## config.mk

```make
export PLATFORM = sky130hd
export DESIGN_NAME = stap_visa_shift_reg
export DESIGN_NICKNAME = d
export VERILOG_FILES = /design/src/rtl/stap_visa_shift_reg.sv
export SDC_FILE = /design/constraint.sdc
export NUM_CORES = 1
export LEC_CHECK = 0
export CAP_MARGIN = 5
export CORE_MARGIN = 5
export CORE_UTILIZATION = 40
export CTS_CLUSTER_DIAMETER = 150
export DETAILED_ROUTE_END_ITERATION = 8
export PLACE_DENSITY = 0.77
export SLEW_MARGIN = 25
export SYNTH_ARGS = -nofsm -noshare
export SYNTH_HDL_FRONTEND = slang
export SYNTH_SLANG_ARGS = --single-unit
```

## constraint.sdc

```tcl
create_clock -name ftap_tck -period 1.7 [get_ports ftap_tck]
set_input_delay 0.34 -clock ftap_tck [delete_from_list [all_inputs] [get_ports ftap_tck]]
set_output_delay 0.34 -clock ftap_tck [all_outputs]
set_load 0.1 [all_outputs]
```

## src/rtl/stap_visa_shift_reg.sv

```systemverilog
// stap_visa_shift_reg: capture/shift front end of the sTAP VISA override data register.
module stap_visa_shift_reg #(
    parameter int VISA_SHIFT_STAP_WIDTH = 8,
    parameter logic [VISA_SHIFT_STAP_WIDTH-1:0] VISA_SHIFT_STAP_RESET_VALUE = '0,
    localparam int W = VISA_SHIFT_STAP_WIDTH,
    localparam int CNT_W = $clog2(W + 2)
) (
    input  logic             ftap_tck,
    input  logic             powergoodrst_b,
    input  logic             stap_fsm_tlrs,
    input  logic             selected_visa_reg,
    input  logic             stap_fsm_capture_dr,
    input  logic             stap_fsm_shift_dr,
    input  logic             stap_fsm_update_dr,
    input  logic             ftap_tdi,
    input  logic [W-1:0]     visa_capture_data,
    output logic [W-1:0]     visa_shift_register,
    output logic             visa_tdo,
    output logic [CNT_W-1:0] visa_shift_count,
    output logic             visa_len_err,
    output logic             visa_update_valid
);
    typedef enum logic [1:0] {IDLE, CAPT, SHIFT} state_t;
    state_t state;
    logic [W-1:0] shifted;
    logic [CNT_W-1:0] count_inc;
    logic count_ok;
    // loop form keeps the W==1 case free of a reversed slice
    always_comb begin
        shifted = {W{ftap_tdi}};
        for (int i = 0; i < W - 1; i++) shifted[i] = visa_shift_register[i+1];
    end
    assign count_inc = (visa_shift_count == CNT_W'(W + 1)) ? visa_shift_count : visa_shift_count + CNT_W'(1);
    assign count_ok = (visa_shift_count == CNT_W'(W));
    assign visa_tdo = visa_shift_register[0];
    always_ff @(posedge ftap_tck) begin
        if (!powergoodrst_b || stap_fsm_tlrs) begin
            state               <= IDLE;
            visa_shift_register <= VISA_SHIFT_STAP_RESET_VALUE;
            visa_shift_count    <= '0;
            visa_len_err        <= 1'b0;
            visa_update_valid   <= 1'b0;
        end else begin
            visa_update_valid <= 1'b0;
            if (!selected_visa_reg) begin
                state <= IDLE;
            end else if (stap_fsm_capture_dr) begin
                state               <= CAPT;
                visa_shift_register <= visa_capture_data;
                visa_shift_count    <= '0;
                visa_len_err        <= 1'b0;
            end else if (stap_fsm_shift_dr) begin
                visa_shift_register <= shifted;
                visa_shift_count    <= count_inc;
                if (state != IDLE) state <= SHIFT;
            end else if (stap_fsm_update_dr) begin
                state             <= IDLE;
                visa_update_valid <= count_ok;
                visa_len_err      <= !count_ok;
            end
        end
    end
endmodule
```

==> key figures, run 1 <==
Synth
  – Top-count cell post-synth: dfxtp_1
  – Ranking of synthesized cells by area: dfxtp_1 40%, mux2i_1 11%, a211oi_1 8.6%
  – Syn avg cell area: 9.36 sq um
  – Seq/Total Area, Yosys: 0.399
  – Mapped Area: 702 sq um
  – Main synth FF type: dfxtp_1
  – Async S/R FF share, synth: 0
  – Post-Synthesis Cells: 75
  – Multiplexer share of the synthesized area: 0.114
  – Synth top cells by count: 14 x dfxtp_1, 8 x a211oi_1, 8 x mux2i_1, 8 x nor2_1, 5 x a21oi_1
  – Simple-gate area share of the yosys netlist: 0.203
  – Post-synthesis adder-cell area fraction: 0.0535
  – Main combinational cell family by area after synthesis: simple AND/OR/NAND/NOR gates
  – Synthesis warning total: 0
  – Compound-cell area share of the yosys netlist: 0.184
  – Seq cells post-synth: 14
  – Synth top area share: 0.399
  – Post-synth EDFFs: 0
  – Net Count, Synth: 94
  – Leading area contributor after synthesis: dfxtp_1
  – Synth Area in XOR/XNOR: 0
  – Synth unique cells: 26

Critical path
  – Critical Path RT: 1910 ps
  – Critical path, cell by cell: inv_1 -> ha_1 -> and3b_4 -> or4b_1 -> a21oi_1
  – Critical path startpoint: visa_shift_count[1]
  – CP Max Fanout: 6
  – Worst reg-to-reg path cell count: 5
  – Critical path endpoint: visa_shift_count[0]
  – Startpoint types: flip-flop
  – Crit. End Element: flip-flop
  – Worst R2R Setup Slack: 170 ps
  – Crit Path Class: reg2reg
  – FF-to-FF Start: visa_shift_count[1]
  – CP arrival: 1740 ps
  – Critical path's slowest cell: or4b_1
  – Critical path's largest stage delay: 510 ps
  – Reg-to-reg endpoint: visa_shift_count[0]

Floorplan
  – Chip width: 51.9 um
  – Initial Util: 0.416
  – I/O pin count: 31
  – Core Region: 1690 sq um
  – Die height: 51.9 um
  – Die area: 2690 sq um
  – Row count: 15

Timing
  – RSZ-0062 raised after global routing: no
  – Clock skew: 5.47 ps
  – Final Worst Setup Slack: 168 ps
  – Min cycle time layout: 1530 ps
  – Final setup vio count: 0
  – F_max: 653 MHz
  – Final period utilization: 0.901
  – Measured slew at the worst slew-check pin: 242 ps
  – Pins over their slew limit: 0
  – Relative slew slack: 0.838
  – Hold Slack: 514 ps
  – Final hold violation count: 0

Clock network
  – Clk pin slew, worst setup/hold paths: 80 ps
  – Clock tree root driver cell: clkbuf_4
  – Postcts setup bufs: 0
  – Post-CTS sizing: 0
  – Sink Count: 14
  – TritonCTS buffer count: 3
  – Hold Buf Count CTS: 0
  – CTS tree: done
  – Clk_lat worst skew: 280 ps
  – Max Root-Sink Buffers: 2
  – H-tree depth: 1

Routing
  – Remaining DRCs: 0
  – DRT Wirelength: 2000 um
  – 1st-iter DRT viols: 9
  – Post-route ant nets: 0
  – Drt via density: 5.53
  – Vias: 719
  – Detailed Routing Iterations Pass 1: 4
  – WL per Instance: 15.4 um

Finish
  – Final Net Count: 134
  – Fin area: 1260 sq um
  – Reg area: 290 sq um
  – Layout area overhead: 80.2%
  – Finished Layout Cells: 130
  – Util after Layout: 0.749
  – Ant. Diodes: 0
  – Fillers: 108
  – Multi-input logic area: 389 sq um
  – Layout cell share with drive strength beyond 1: 0.292

Placement
  – DP Area: 1240 sq um
  – DPL Wire Length: 1640 um
  – Port bufs: 30
  – Cell count after placement: 127
  – Final GP Congestion: 0.913
  – Place WS: -23.9 ps

Power
  – Leak pwr: 0.488 nW
  – Power Density: 594 nW/um^2
  – Seq pwr share: 0.460
  – Internal power: 0.518 mW
  – Peak supply drop: 0.575 mV
  – Sw frac: 0.310
  – Net Sw Power: 0.233 mW
  – Power share of the clock group: 0.245
  – Combinational Power Share: 0.295

Worst hold path
  – Hold Path Class: reg2reg

Global route
  – Antenna violations before repair: 0
  – Largest net degree at the start of global routing: 17
  – Global-route wire length before repair: 3030 um
  – Vias in the first global route: 682
  – Grt total ovfl: 0
  – Global-route usage over all layers: 0.158

Run status
  – Status: complete, no violations

Job
  – Max Cap Viol: 0
worst max-delay path, delay by kind of cell (launching register included):
kind | cells | cell delay (ps)
AOI/OAI and AO/OA | 1 | 130
adders and majority gates | 1 | 170
buffers and inverters | 1 | 70
DFF | 1 | 390
and+or+nand+nor | 2 | 710
registers in the layout, indices dropped and copies added (netlist names):
signal / flops
visa_shift_register: 8
visa_shift_count: 4
visa_len_err: 1
visa_update_valid: 1
placed cells by master (no fill, tap or decap), drive strengths merged, types with 5 or more instances in the layout:
master	n
a211oi	8
a21oi	5
buf	24
clkdlybuf4s50	15
dfxtp	14
mux2i	8
nor2	8
through the flow:
stage,setup TNS (ps),total power [mW]
final,0,0.752
after global routing,0,0.791
after CTS,0,0.762
after detailed placement,-23.9,0.576
after global placement,0,0.571
after floorplan,0,0.464
power by group through the flow:
stage                     Sequential (mW)  Clock (mW)  Combinational (mW)
after CTS                           0.346       0.194               0.223
after global placement              0.353           0               0.218
after global routing                0.347       0.212               0.231
after floorplan                     0.409           0              0.0550
final                               0.346       0.184               0.222
after detailed placement            0.354           0               0.222
worst min-delay path by stage:
stage	from	to	slack (ps)	cells past startpoint
finish	visa_len_err	visa_len_err	510	2
CTS	visa_len_err	visa_len_err	520	2
floorplan	stap_fsm_shift_dr	visa_shift_count[1]	500	2
detailed placement	visa_len_err	visa_len_err	510	2
global route	visa_len_err	visa_len_err	550	2
global placement	visa_len_err	visa_len_err	500	2
routing by layer:
layer | GRT usage | part of all wire | vias to the layer above
met1 | 0.167 | 0.40 | 343
met4 | 0.0786 | 0.020 | 0
met2 | 0.270 | 0.53 | 14
met3 | 0.0602 | 0.046 | 4
met5 | 0 | 0 | -
li1 | - | - | 358
area by class of cell:
cell class | instances | share of cell area
well taps | 17 | 0.0168
inverters | 3 | 0.00890
repair buffers | 39 | 0.419
clock buffers | 3 | 0.0178
flip-flops and latches | 14 | 0.229
multi-input cells | 54 | 0.308
cell families after synthesis:
kind of cell,count (synthesis)
AOI/OAI and AO/OA,19
adders and majority gates,3
buffers and inverters,7
DFF,14
muxes,8
and+or+nand+nor,24
No activity file was read; power rests on OpenSTA's default activity.
==> run 2: changes to the inputs <==
--- a/config.mk
+++ b/config.mk
@@ -9,6 +9,7 @@
 export CORE_MARGIN = 5
 export CORE_UTILIZATION = 40
 export CTS_CLUSTER_DIAMETER = 150
+export CTS_CLUSTER_SIZE = 30
 export DETAILED_ROUTE_END_ITERATION = 8
 export PLACE_DENSITY = 0.77
 export SLEW_MARGIN = 25
==> results of run 2 <==
Final layout, timing and power as in run 1 (identical DEF).
